$ cat src/rtl/mem_port_arbiter.sv
// Arbitrates the single off-chip memory port between the I-cache and D-cache.
// One block transaction is in flight at a time. D wins contention, but a streak limit keeps I from starving.
module mem_port_arbiter #(
    parameter int ADDR_W       = 28,
    parameter int DATA_W       = 128,
    parameter int MAX_D_STREAK = 4
) (
    input  logic              clk,
    input  logic              rst_n,
    input  logic              i_mem_read,
    input  logic [ADDR_W-1:0] i_mem_addr,
    output logic [DATA_W-1:0] i_mem_rdata,
    output logic              i_mem_ready,
    input  logic              d_mem_read,
    input  logic              d_mem_write,
    input  logic [ADDR_W-1:0] d_mem_addr,
    input  logic [DATA_W-1:0] d_mem_wdata,
    output logic [DATA_W-1:0] d_mem_rdata,
    output logic              d_mem_ready,
    output logic              mem_read,
    output logic              mem_write,
    output logic [ADDR_W-1:0] mem_addr,
    output logic [DATA_W-1:0] mem_wdata,
    input  logic [DATA_W-1:0] mem_rdata,
    input  logic              mem_ready
);

    // state   | meaning
    // IDLE    | sample requests, grant on the clock edge
    // SERVE_I | I-cache transaction held on the memory port
    // SERVE_D | D-cache transaction held on the memory port
    // DONE    | ready pulse cycle; lets the owner drop its level request
    typedef enum logic [1:0] {S_IDLE, S_SERVE_I, S_SERVE_D, S_DONE} state_t;

    localparam int SW = (MAX_D_STREAK < 1) ? 1 : $clog2(MAX_D_STREAK + 1);

    state_t            state_q, state_d;
    logic [SW-1:0]     streak_q, streak_d;
    logic [ADDR_W-1:0] addr_q, addr_d;
    logic [DATA_W-1:0] wdata_q, wdata_d;
    logic              mem_read_q, mem_read_d;
    logic              mem_write_q, mem_write_d;
    logic [DATA_W-1:0] i_rdata_q, i_rdata_d;
    logic [DATA_W-1:0] d_rdata_q, d_rdata_d;
    logic              i_ready_q, i_ready_d;
    logic              d_ready_q, d_ready_d;
    logic              i_req, d_req, d_wins;

    assign i_req  = i_mem_read;
    assign d_req  = d_mem_read | d_mem_write;
    assign d_wins = d_req && (!i_req || MAX_D_STREAK == 0 || int'(streak_q) < MAX_D_STREAK);

    always_comb begin
        state_d     = state_q;
        streak_d    = streak_q;
        addr_d      = addr_q;
        wdata_d     = wdata_q;
        mem_read_d  = mem_read_q;
        mem_write_d = mem_write_q;
        i_rdata_d   = i_rdata_q;
        d_rdata_d   = d_rdata_q;
        i_ready_d   = 1'b0;
        d_ready_d   = 1'b0;
        case (state_q)
            S_IDLE: begin
                if (d_wins) begin
                    state_d     = S_SERVE_D;
                    addr_d      = d_mem_addr;
                    wdata_d     = d_mem_wdata;
                    // read+write together is a writeback; the read is dropped
                    mem_write_d = d_mem_write;
                    mem_read_d  = !d_mem_write;
                    if (i_req && streak_q != {SW{1'b1}}) begin
                        streak_d = streak_q + SW'(1);
                    end
                end else if (i_req) begin
                    state_d    = S_SERVE_I;
                    addr_d     = i_mem_addr;
                    mem_read_d = 1'b1;
                    streak_d   = '0;
                end
            end
            S_SERVE_I: begin
                if (mem_ready) begin
                    state_d     = S_DONE;
                    mem_read_d  = 1'b0;
                    mem_write_d = 1'b0;
                    i_rdata_d   = mem_rdata;
                    i_ready_d   = 1'b1;
                end
            end
            S_SERVE_D: begin
                if (mem_ready) begin
                    state_d     = S_DONE;
                    mem_read_d  = 1'b0;
                    mem_write_d = 1'b0;
                    if (!mem_write_q) begin
                        d_rdata_d = mem_rdata;
                    end
                    d_ready_d = 1'b1;
                end
            end
            S_DONE:  state_d = S_IDLE;
            default: state_d = S_IDLE;
        endcase
    end

    always_ff @(posedge clk or negedge rst_n) begin
        if (!rst_n) begin
            state_q     <= S_IDLE;
            streak_q    <= '0;
            addr_q      <= '0;
            wdata_q     <= '0;
            mem_read_q  <= 1'b0;
            mem_write_q <= 1'b0;
            i_rdata_q   <= '0;
            d_rdata_q   <= '0;
            i_ready_q   <= 1'b0;
            d_ready_q   <= 1'b0;
        end else begin
            state_q     <= state_d;
            streak_q    <= streak_d;
            addr_q      <= addr_d;
            wdata_q     <= wdata_d;
            mem_read_q  <= mem_read_d;
            mem_write_q <= mem_write_d;
            i_rdata_q   <= i_rdata_d;
            d_rdata_q   <= d_rdata_d;
            i_ready_q   <= i_ready_d;
            d_ready_q   <= d_ready_d;
        end
    end

    assign i_mem_rdata = i_rdata_q;
    assign i_mem_ready = i_ready_q;
    assign d_mem_rdata = d_rdata_q;
    assign d_mem_ready = d_ready_q;
    assign mem_read    = mem_read_q;
    assign mem_write   = mem_write_q;
    assign mem_addr    = addr_q;
    assign mem_wdata   = wdata_q;

endmodule
$ cat config.mk
export PLATFORM = sky130hd
export DESIGN_NAME = mem_port_arbiter
export DESIGN_NICKNAME = d
export VERILOG_FILES = /design/src/rtl/mem_port_arbiter.sv
export SDC_FILE = /design/constraint.sdc
export NUM_CORES = 1
export LEC_CHECK = 0
export BUFFER_PORTS_ARGS = -buffer_cell sky130_fd_sc_hd__buf_2
export CORE_AREA = 3 3 287 289
export DETAILED_ROUTE_END_ITERATION = 8
export DIE_AREA = 0 0 290 292
export GPL_TIMING_DRIVEN = 0
export SLEW_MARGIN = 20
export SYNTH_ARGS = -nofsm -noshare
export SYNTH_HDL_FRONTEND = slang
export SYNTH_SLANG_ARGS = --single-unit
$ cat constraint.sdc
create_clock -name clk -period 1.7 [get_ports clk]
set_input_delay 0.34 -clock clk [delete_from_list [all_inputs] [get_ports clk]]
set_output_delay 0.34 -clock clk [all_outputs]
set_load 0.02 [all_outputs]
=== After elaboration in Yosys (flattened, before gate mapping) ===
Cells that the tools add are included.

* Flip-flop bits (word level): 421
* Bits of input ports: 318
* Output and inout port bits: 416
* Logic and storage cells: 57

* Add/subtract/negate cells: 1
* Magnitude comparators: 1
* Eq/ne operators: 8
* Muxes and demuxes: 18
* Bitwise operators: 2
* Reductions and logical operators: 17

{| class="wikitable"
|+ Operator list
! kind !! number
|-
| $mux 28 || 2
|-
| $reduce_and 3->1 || 4
|-
| $mux 3 || 3
|-
| $reduce_and 2->1 || 4
|-
| $mux 1 || 7
|-
| $mux 2 || 3
|-
| $ne 3x3->1 const B || 2
|-
| $pmux 2 s3 || 1
|-
| $eq 2x2->1 const B || 2
|-
| $ne 2x1->1 const B || 2
|-
| $pmux 1 s2 || 2
|-
| $reduce_bool 2->1 || 2
|-
| $add 3x1->3 const B || 1
|-
| $lt 3x3->1 const B || 1
|-
| $eq 2x1->1 const B || 1
|-
| $logic_and 1x1->1 || 2
|-
| $logic_not 1->1 || 2
|-
| $logic_not 2->1 || 1
|-
| $ne 2x2->1 const B || 1
|-
| $reduce_or 2->1 || 1
|-
| $logic_or 1x1->1 || 1
|-
| $not 1->1 || 1
|-
| $or 1x1->1 || 1
|}

=== Logic depth before layout (Yosys ltp) ===
Gate-level depths: netlist (run 1).

* Depth in word-level cells: 5
* Gate-level depth with buffers: 7
* Mapped depth without buffers: 5

=== Least setup slack after synthesis (run 1) ===
Ideal clock, no wire load.

* Path kind: register to register
* From: reg state_q[0]
* To: reg d_rdata_q[107], in the netlist d_mem_rdata[107]
* Setup time: 125 ps
* Arrival time: 1552 ps
* Required time: 1575 ps
* Setup slack: 23 ps
* Stages on the path, launching flop included: 8
* Path buffers: 2
* Clock period less this slack: 1677 ps
* Cell sequence: dfrtp_1 > inv_1 > ha_1 > and2_1 > nand2_1 > buf_2 > buf_2 > mux2_2

* Cells in the longest elaborated chain, start to end: 2

{| class="wikitable"
|+ RTL lines
! what !! line !! RTL
|-
| start, declared || 37 || <nowiki>state_t state_q, state_d;</nowiki>
|-
| start signal, assigned || 121 || <nowiki>state_q <= state_d;</nowiki>
|-
| $eq 2x2->1 || 64 || <nowiki>case (state_q)</nowiki>
|-
| $reduce_and 3->1 (no line) || - ||
|-
| end signal, assigned || 128 || <nowiki>d_rdata_q <= d_rdata_d;</nowiki>
|-
| end, declared || 44 || <nowiki>logic [DATA_W-1:0] d_rdata_q, d_rdata_d;</nowiki>
|}

No other way between the ends.
A chain may end at the register's enable or synchronous reset.

=== Worst setup path after layout (run 1) ===
* From: reg state_q[1]
* To: reg wdata_q[73], in the netlist mem_wdata[73]

* Cells in the longest elaborated chain, start to end: 2

{| class="wikitable"
|+ RTL lines
! what !! line !! RTL
|-
| $logic_not 2->1 || 64 ||
|-
| $reduce_and 2->1 (no line) || - ||
|-
| end signal, assigned || 124 || <nowiki>wdata_q <= wdata_d;</nowiki>
|-
| end, declared || 40 || <nowiki>logic [DATA_W-1:0] wdata_q, wdata_d;</nowiki>
|}

No other way between the ends.

==> tab_implementation.tex, run 1 <==
\begin{tabular}{lr}
\hline
Metric & Value \\
\hline
\multicolumn{2}{l}{\textbf{Synth}} \\
\quad Top post-synthesis cells by area & sky130\_fd\_sc\_hd\_\_dfrtp\_1 64\%, sky130\_fd\_sc\_hd\_\_mux2\_2 19\%, sky130\_fd\_sc\_hd\_\_mux2\_4 9.3\% \\
\quad Number of synthesized register bits & 421 \\
\quad Post-synthesis net count & 1304 \\
\quad Async S/R FF share, synth & 1.00 \\
\quad Count of different cell masters after synthesis & 28 \\
\quad Number of enable flip-flop cells after synthesis & 0 \\
\quad Synthesized area per cell & 16.7 um2 \\
\quad Number of warnings printed during yosys synthesis & 0 \\
\quad Mapped Area & 16400 um2 \\
\quad Post-synth top flop & sky130\_fd\_sc\_hd\_\_dfrtp\_1 \\
\quad Share of Yosys cell area claimed by the top area cell type & 0.641 \\
\quad Count of mapped cells out of synthesis & 981 \\
\quad Sequential element share of the synthesized area & 0.641 \\
\quad Yosys top cell by area & sky130\_fd\_sc\_hd\_\_dfrtp\_1 \\
\multicolumn{2}{l}{\textbf{Drt}} \\
\quad Routed len/inst & 19.6 um \\
\quad DRC violation total after the first TritonRoute iteration & 312 \\
\quad Via density per instance & 4.01 \\
\quad Post-detailed-routing wire length & 61800 um \\
\quad Number of nets with antenna violations after detailed routing & 0 \\
\quad DRC violations left & 0 \\
\quad Number of detailed-route iterations in the first pass & 4 \\
\quad Vias & 12600 \\
\multicolumn{2}{l}{\textbf{Placement}} \\
\quad IO buf count & 732 \\
\quad Gp weighted congestion & 0.912 \\
\quad HPWL Detailed & 43600 um \\
\multicolumn{2}{l}{\textbf{Global route}} \\
\quad Met3 usage & 0.0490 \\
\quad Met1 demand-to-capacity share in global routing & 0.141 \\
\quad Maximum number of pins on one net before global-route repair & 101 \\
\quad GRT Residual Overflow & 0 \\
\quad Global-route total usage across every layer & 0.136 \\
\quad Grt peak-use layer & met2 \\
\quad Wire length of the first global-routing pass & 88900 um \\
\quad Initial antenna violation count & 4 \\
\quad GR Layer Usage met2 & 0.239 \\
\quad Number of global-route vias before repair & 14300 \\
\multicolumn{2}{l}{\textbf{Worst setup path}} \\
\quad Kind of critical path & flip-flop to flip-flop \\
\quad Arrival time at the worst endpoint & 2.23 ns \\
\quad Sort of element at the end of the critical path & flip-flop \\
\quad Top cell family by delay on the critical path & buffers and inverters \\
\quad Library cell appearing most often on the critical path & sky130\_fd\_sc\_hd\_\_clkbuf\_16 \\
\quad Maximum fanout encountered on the critical timing path & 6 \\
\quad Number of buffer and inverter instances along the worst setup path & 5 \\
\quad Max stage delay on crit path & 0.36 ns \\
\quad Startpoint type of the worst setup path & flip-flop \\
\quad Req. time, crit path & 2.16 ns \\
\quad Slowest stage cell on the critical path & sky130\_fd\_sc\_hd\_\_dfrtp\_1 \\
\quad Critical Path, Cell by Cell & inv\_2 > buf\_4 > ha\_1 > buf\_6 > nand2\_8 > clkbuf\_16 > clkbuf\_16 > mux2\_4 \\
\multicolumn{2}{l}{\textbf{Status}} \\
\quad Violated checks & setup timing \\
\quad Status & finished with violations \\
\multicolumn{2}{l}{\textbf{Power and ir drop}} \\
\quad Power Density & 2070 nW/um2 \\
\quad Leakage power of the design & 13.4 nW \\
\quad Worst VDD drop & 1370 uV \\
\multicolumn{2}{l}{\textbf{Timing}} \\
\quad Final Setup Violations & 248 \\
\quad Minimum clock period after layout & 1.77 ns \\
\quad Number of endpoints with negative hold slack in the final report & 0 \\
\quad Max Slew Vio Count & 0 \\
\quad Slew at the pin closest to its max-slew limit & 0.591 ns \\
\quad Post-route worst hold slack & 0.0522 ns \\
\quad Final setup margin & -0.0670 ns \\
\quad Rel. slew slack & 0.606 \\
\quad Setup repair after global routing missed its margin & true \\
\quad Maximum operating frequency & 566 MHz \\
\quad Worst clock skew & 0.0254 ns \\
\quad TNS Setup & -7.84 ns \\
\quad Final clock period utilization by the worst path & 1.04 \\
\multicolumn{2}{l}{\textbf{Finish}} \\
\quad Area Overhead vs Synth & 66.0\% \\
\quad Share of layout cells above drive strength 1 & 0.626 \\
\quad Number of diodes added for antenna fixing & 0 \\
\quad Layout Nets & 2371 \\
\multicolumn{2}{l}{\textbf{Die}} \\
\quad Floorplan row count & 104 \\
\quad I/O pin total & 734 \\
\quad Vert. Die Dim & 292 um \\
\quad Die X-Extent & 290 um \\
\quad Total die area & 84700 um2 \\
\quad Starting utilization of the core area & 0.205 \\
\quad Core Region & 80200 um2 \\
\multicolumn{2}{l}{\textbf{Hold path}} \\
\quad Hold/Removal Path Class & input port to flip-flop \\
\multicolumn{2}{l}{\textbf{Clocking}} \\
\quad Number of buffers created by CTS & 46 \\
\quad Buffer depth of the longest clock path & 3 \\
\quad Clk Latency, worst-skew pair & 0.58 ns \\
\quad Clock-pin slew on the worst setup and hold paths & 0.06 ns \\
\quad CTS sink cnt & 421 \\
\quad H-tree depth & 2 \\
\quad TritonCTS clock tree & yes \\
\quad Master cell of the clock root buffer & sky130\_fd\_sc\_hd\_\_clkbuf\_16 \\
\multicolumn{2}{l}{\textbf{Flow run}} \\
\quad MaxCap Viol Count & 0 \\
\hline
\end{tabular}
layout make-up:
cell class,instances,area [um2]
Clock inverter,20,312
Clock buffer,64,1320
Buffer,49,813
Sequential cell,421,10500
Inverter,4,15.0
Fill cell,7724,52900
Tap cell,1060,1330
Timing Repair Buffer,1023,7170
Multi-Input combinational cell,503,5770
cells by family (layout without fill, tap and decap cells):
kind of cell / Yosys count / after routing / synth area share
flip-flops: 421 / 421 / 0.641
multiplexers: 416 / 416 / 0.306
buffers and inverters: 57 / 1160 / 0.0227
AO/OA/AOI/OAI: 42 / 42 / 0.0155
AND/OR/NAND/NOR: 40 / 40 / 0.0103
adder cells (fa/ha/maj): 5 / 5 / 0.00381
metal layers:
| layer | wire length [um] | part of all wire |
|---|---|---|
| met1 | 21700 | 0.35 |
| met2 | 31600 | 0.51 |
| met3 | 5490 | 0.089 |
| met4 | 2870 | 0.046 |
| met5 | 34 | 0.00055 |
power by group:
group	switching, W	internal [W]
Sequential	0.00299	0.0152
Clock	0.00416	0.00650
Combinational	0.0145	0.0130
Total	0.0217	0.0347
path summary, 6_finish.rpt:
kind                            slack [ns]               to          start  depth (start not counted)
worst max-delay path                 -0.07    mem_wdata[73]     state_q[1]                          8
worst min-delay path                  0.05  i_mem_rdata[59]  mem_rdata[59]                          2
worst max register to register       -0.07    mem_wdata[73]     state_q[1]                          8
worst min register to register        0.48     mem_addr[19]   mem_addr[19]                          2
max in group asynchronous             0.21    mem_wdata[11]          rst_n                          4
min in group asynchronous             0.29  i_mem_rdata[71]          rst_n                          2
flip-flops by register name, indices dropped and copies added (netlist names):
signal,cells
d_mem_rdata,128
d_mem_ready,1
i_mem_rdata,128
i_mem_ready,1
mem_addr,28
mem_read,1
mem_wdata,128
mem_write,1
state_q,2
streak_q,3
stage by stage:
stage,util,cells,power [W],worst slack [ns],cell area [um2]
3_5_place_dp,0.269,2777,0.0422,-0.759,21500
2_1_floorplan,-,981,0.0328,0.0229,16400
5_1_grt,0.340,3144,0.0592,-0.137,27300
4_1_cts,0.332,3124,0.0555,-0.122,26600
3_3_place_gp,0.267,2773,0.0416,-7.74,21400
6_report,0.340,3144,0.0564,-0.0670,27300
cell usage in the layout, fill, tap and decap left out, types with 3 or more instances in the layout:
master / count
sky130_fd_sc_hd__buf_2: 731
sky130_fd_sc_hd__dfrtp_1: 421
sky130_fd_sc_hd__dlygate4sd3_1: 235
sky130_fd_sc_hd__mux2_2: 228
sky130_fd_sc_hd__mux2_4: 157
sky130_fd_sc_hd__clkbuf_16: 65
sky130_fd_sc_hd__buf_12: 41
sky130_fd_sc_hd__mux2i_1: 31
sky130_fd_sc_hd__nand2_1: 30
sky130_fd_sc_hd__o21ai_0: 28
sky130_fd_sc_hd__buf_16: 15
sky130_fd_sc_hd__buf_4: 13
sky130_fd_sc_hd__clkbuf_1: 11
sky130_fd_sc_hd__buf_6: 8
sky130_fd_sc_hd__clkbuf_8: 8
sky130_fd_sc_hd__bufinv_16: 7
sky130_fd_sc_hd__clkinv_2: 6
sky130_fd_sc_hd__clkbuf_4: 5
sky130_fd_sc_hd__clkinvlp_4: 4
sky130_fd_sc_hd__buf_8: 4
sky130_fd_sc_hd__a21oi_1: 3
sky130_fd_sc_hd__ha_1: 3
cell usage after synthesis, drive strengths merged (2+ instances only):
cell	n
mux2i	31
dfrtp	421
a22o	2
clkbuf	2
mux2	385
or3	2
ha	5
a21oi	3
nand2	32
o21ai	28
and2	2
nor3	2
buf	51
o31ai	2
inv	4
what timing repair did:
action	in CTS	in global routing
gates cloned	11	19
buffers inserted	17	8
hold endpoints to repair	383	0
setup endpoints to repair	365	471
pin swaps	0	0
resized for setup	163	70
hold buffers	235	0
Power figures use the tool's default switching activity.
==> run 2, diff against run 1 <==
PLACE_DENSITY = 0.46   (was not set)
==> run 2 against run 1 <==
The run ends with hold timing, setup timing left. Global-route usage down 0.62 points. Worst setup slack better by 0.025 ns. Power down 2.2%. Core utilization down 0.28 points. Final area down 0.81%. Die area unchanged. Hold slack worse by 0.30 ns. Register-to-register slack better by 0.02 ns. Clock skew down 0.0022 ns. Clock power about the same. Routed wire length down 4.6%. Largest power group unchanged.
==> tab_implementation.tex, run 2 (synthesis results as in run 1) <==
\begin{tabular}{lr}
\hline
Metric & Value \\
\hline
\multicolumn{2}{l}{\textbf{Die}} \\
\quad Starting utilization of the core area & 0.205 (unchanged) \\
\quad Vert. Die Dim & 292 um (unchanged) \\
\quad I/O pin total & 734 (unchanged) \\
\quad Floorplan row count & 104 (unchanged) \\
\quad Core Region & 80200 um2 (unchanged) \\
\quad Total die area & 84700 um2 (unchanged) \\
\quad Die X-Extent & 290 um (unchanged) \\
\multicolumn{2}{l}{\textbf{Timing}} \\
\quad Setup repair after global routing missed its margin & true (unchanged) \\
\quad Max Slew Vio Count & 0 (unchanged) \\
\quad Minimum clock period after layout & 1.74 ns (was 1.77 ns) \\
\quad Slew at the pin closest to its max-slew limit & 0.667 ns (was 0.591 ns) \\
\quad Final clock period utilization by the worst path & 1.02 (was 1.04) \\
\quad Worst clock skew & 0.0232 ns (was 0.0254 ns) \\
\quad Rel. slew slack & 0.555 (was 0.606) \\
\quad Number of endpoints with negative hold slack in the final report & 74 (was 0) \\
\quad Final setup margin & -0.0425 ns (was -0.0670 ns) \\
\quad TNS Setup & -1.34 ns (was -7.84 ns) \\
\quad Post-route worst hold slack & -0.248 ns (was 0.0522 ns) \\
\quad Maximum operating frequency & 574 MHz (was 566 MHz) \\
\quad Final Setup Violations & 101 (was 248) \\
\multicolumn{2}{l}{\textbf{Global route}} \\
\quad Wire length of the first global-routing pass & 85400 um (was 88900 um) \\
\quad Maximum number of pins on one net before global-route repair & 97 (was 101) \\
\quad Global-route total usage across every layer & 0.130 (was 0.136) \\
\quad Initial antenna violation count & 0 (was 4) \\
\quad Number of global-route vias before repair & 13700 (was 14300) \\
\quad GRT Residual Overflow & 0 (unchanged) \\
\multicolumn{2}{l}{\textbf{Finish}} \\
\quad Most common library cell in the layout ignoring fill and taps & sky130\_fd\_sc\_hd\_\_buf\_2 (unchanged) \\
\quad Area Overhead vs Synth & 64.7\% (was 66.0\%) \\
\quad Number of diodes added for antenna fixing & 0 (unchanged) \\
\quad Cell Count, Final, Fillers Out & 3150 (was 3144) \\
\quad Layout Nets & 2373 (was 2371) \\
\quad Share of layout cells above drive strength 1 & 0.619 (was 0.626) \\
\quad Commonest non-fill, non-tap cells in the layout & 732 x sky130\_fd\_sc\_hd\_\_buf\_2, 421 x sky130\_fd\_sc\_hd\_\_dfrtp\_1, 250 x sky130\_fd\_sc\_hd\_\_dlygate4sd3\_1, 243 x sky130\_fd\_sc\_hd\_\_mux2\_2, 142 x sky130\_fd\_sc\_hd\_\_mux2\_4 (was 731 x sky130\_fd\_sc\_hd\_\_buf\_2, 421 x sky130\_fd\_sc\_hd\_\_dfrtp\_1, 235 x sky130\_fd\_sc\_hd\_\_dlygate4sd3\_1, 228 x sky130\_fd\_sc\_hd\_\_mux2\_2, 157 x sky130\_fd\_sc\_hd\_\_mux2\_4) \\
\quad Post-Layout Inst Area & 27000 um2 (was 27300 um2) \\
\quad Core utilization of the finished layout & 0.337 (was 0.340) \\
\quad Total of fill cells in the finished design & 8039 (was 7724) \\
\multicolumn{2}{l}{\textbf{Drt}} \\
\quad Routed met3 length & 3450 um (was 5490 um) \\
\quad Via density per instance & 3.90 (was 4.01) \\
\quad Post-detailed-routing wire length & 58900 um (was 61800 um) \\
\quad Met2 routed wirelength & 31100 um (was 31600 um) \\
\quad DRC violations left & 0 (unchanged) \\
\quad Routed len/inst & 18.7 um (was 19.6 um) \\
\quad Top routing layer in use & met4 (was met5) \\
\quad Vias & 12300 (was 12600) \\
\quad Number of nets with antenna violations after detailed routing & 0 (unchanged) \\
\quad Number of detailed-route iterations in the first pass & 4 (unchanged) \\
\quad M1 WL & 22700 um (was 21700 um) \\
\quad DRC violation total after the first TritonRoute iteration & 339 (was 312) \\
\multicolumn{2}{l}{\textbf{Worst setup path}} \\
\quad Number of buffer and inverter instances along the worst setup path & 3 (was 5) \\
\quad Slowest stage cell on the critical path & sky130\_fd\_sc\_hd\_\_dfrtp\_1 (unchanged) \\
\quad Arrival time at the worst endpoint & 2.21 ns (was 2.23 ns) \\
\quad Req. time, crit path & 2.17 ns (was 2.16 ns) \\
\quad Kind of critical path & flip-flop to flip-flop (unchanged) \\
\quad Sort of element at the end of the critical path & flip-flop (unchanged) \\
\quad Top cell family by delay on the critical path & buffers and inverters (unchanged) \\
\quad Maximum fanout encountered on the critical timing path & 11 (was 6) \\
\quad Critical Path, Cell by Cell & inv\_2 > ha\_2 > and2\_4 > nand2\_4 > buf\_8 > bufbuf\_16 > mux2\_2 (was inv\_2 > buf\_4 > ha\_1 > buf\_6 > nand2\_8 > clkbuf\_16 > clkbuf\_16 > mux2\_4) \\
\quad Startpoint type of the worst setup path & flip-flop (unchanged) \\
\quad Max stage delay on crit path & 0.36 ns (about the same) \\
\multicolumn{2}{l}{\textbf{Placement}} \\
\quad Gp weighted congestion & 0.814 (was 0.912) \\
\quad DP Area & 21500 um2 (unchanged) \\
\quad IO buf count & 732 (unchanged) \\
\quad HPWL Detailed & 42700 um (was 43600 um) \\
\quad Number of cells after detailed placement & 2777 (unchanged) \\
\multicolumn{2}{l}{\textbf{Power and ir drop}} \\
\quad Register share of total power & 0.325 (was 0.322) \\
\quad Leakage power of the design & 13.2 nW (was 13.4 nW) \\
\quad Relative contribution of the clock network to total power & 0.194 (was 0.189) \\
\quad Switching power as a share of total power & 0.385 (was 0.384) \\
\quad Worst VDD drop & 1010 uV (was 1370 uV) \\
\quad Overall power after layout & 0.0552 W (was 0.0564 W) \\
\quad Power Density & 2040 nW/um2 (was 2070 nW/um2) \\
\quad Combinational cell fraction of total power & 0.482 (was 0.489) \\
\quad Cell-internal power & 0.0339 W (was 0.0347 W) \\
\quad Net switching power of the design & 0.0212 W (was 0.0217 W) \\
\multicolumn{2}{l}{\textbf{Clocking}} \\
\quad Total of hold buffers inserted after clock tree synthesis & 250 (was 235) \\
\quad H-tree depth & 2 (unchanged) \\
\quad Buffer depth of the longest clock path & 3 (unchanged) \\
\quad Number of buffers created by CTS & 49 (was 46) \\
\quad Clk Latency, worst-skew pair & 0.58 ns (about the same) \\
\quad Master cell of the clock root buffer & sky130\_fd\_sc\_hd\_\_clkbuf\_16 (unchanged) \\
\quad CTS sink cnt & 421 (unchanged) \\
\quad Clock-pin slew on the worst setup and hold paths & 0.06 ns (about the same) \\
\quad TritonCTS clock tree & yes (unchanged) \\
\multicolumn{2}{l}{\textbf{Hold path}} \\
\quad Hold/Removal Path Class & input port to asynchronous set/reset pin (was input port to flip-flop) \\
\multicolumn{2}{l}{\textbf{Status}} \\
\quad Status & finished with violations (unchanged) \\
\quad Violated checks & hold timing, setup timing (was setup timing) \\
\multicolumn{2}{l}{\textbf{Flow run}} \\
\quad MaxCap Viol Count & 0 (unchanged) \\
\hline
\end{tabular}
run 2: cell types whose count changed in the layout (fill, tap and decap cells not counted), moves of 4 or more:
cell | previous run | this run
sky130_fd_sc_hd__buf_12 | 41 | 31
sky130_fd_sc_hd__clkinv_2 | 6 | 10
sky130_fd_sc_hd__buf_8 | 4 | 11
sky130_fd_sc_hd__clkbuf_8 | 8 | 15
sky130_fd_sc_hd__buf_6 | 8 | 2
sky130_fd_sc_hd__mux2_2 | 228 | 243
sky130_fd_sc_hd__dlygate4sd3_1 | 235 | 250
sky130_fd_sc_hd__mux2_4 | 157 | 142
sky130_fd_sc_hd__clkbuf_4 | 5 | 1
sky130_fd_sc_hd__buf_16 | 15 | 10
sky130_fd_sc_hd__bufinv_16 | 7 | 2
run 2: area by class of cell:
cell class / instances / area [um2] / share of cell area
clock buffers: 76 / 1500 / 0.0554
flip-flops and latches: 421 / 10500 / 0.390
multi-input cells: 503 / 5720 / 0.211
plain buffers: 51 / 841 / 0.0311
inverters: 4 / 15.0 / 0.000555
repair buffers: 1020 / 6960 / 0.257
clock inverters: 15 / 154 / 0.00569
well taps: 1060 / 1330 / 0.0490
run 2: path summary, 6_finish.rpt:
check,slack (ns),end,cells past startpoint,start
hold reg to reg,0.48,mem_addr[22],2,mem_addr[22]
setup reg to reg,-0.04,d_mem_rdata[108],7,state_q[0]
hold / removal,-0.25,i_mem_rdata[87],1,rst_n
max in group asynchronous,0.57,i_mem_rdata[126],3,rst_n
setup / recovery,-0.04,d_mem_rdata[108],7,state_q[0]
min in group clk,0.05,d_mem_rdata[49],2,mem_rdata[49]
run 2: per-stage QoR:
step                setup slack [ns]  hold WS [ns]
floorplan                     0.0229        0.0444
global placement               -8.31         0.462
detailed placement            -0.658         0.382
CTS                          -0.0540        -0.270
global route                 -0.0797        -0.219
finish                       -0.0425        -0.248
run 2: power by group through the flow:
stage | clock, W | sequential (W) | combinational, W
final | 0.0107 | 0.0179 | 0.0266
after global routing | 0.0115 | 0.0185 | 0.0280
after CTS | 0.0111 | 0.0179 | 0.0260
after detailed placement | 0 | 0.0179 | 0.0242
after global placement | 0 | 0.0178 | 0.0239
after floorplan | 0 | 0.0240 | 0.00875
run 2: layer usage:
metal / global-route usage / up-vias
met3: 0.0341 / 101
li1: - / 5616
met1: 0.145 / 6115
met5: 0 / -
met2: 0.239 / 462
met4: 0.0414 / 0
run 2: repair_timing:
| item | 4_1_cts | 5_1_grt |
|---|---|---|
| setup endpoints to repair | 377 | 259 |
| gates resized for setup | 130 | 59 |
| buffers inserted | 9 | 6 |
| pin swaps | 1 | 0 |
| endpoints found under the hold margin | 445 | 74 |
| cloned | 5 | 14 |
run 2: worst register-to-register path: stages, from the launching register on:
cell and delay, ns:
sky130_fd_sc_hd__dfrtp_1 0.36, sky130_fd_sc_hd__inv_2 0.06, sky130_fd_sc_hd__ha_2 0.17, sky130_fd_sc_hd__and2_4 0.16, sky130_fd_sc_hd__nand2_4 0.10, sky130_fd_sc_hd__buf_8 0.18, sky130_fd_sc_hd__bufbuf_16 0.29, sky130_fd_sc_hd__mux2_2 0.32
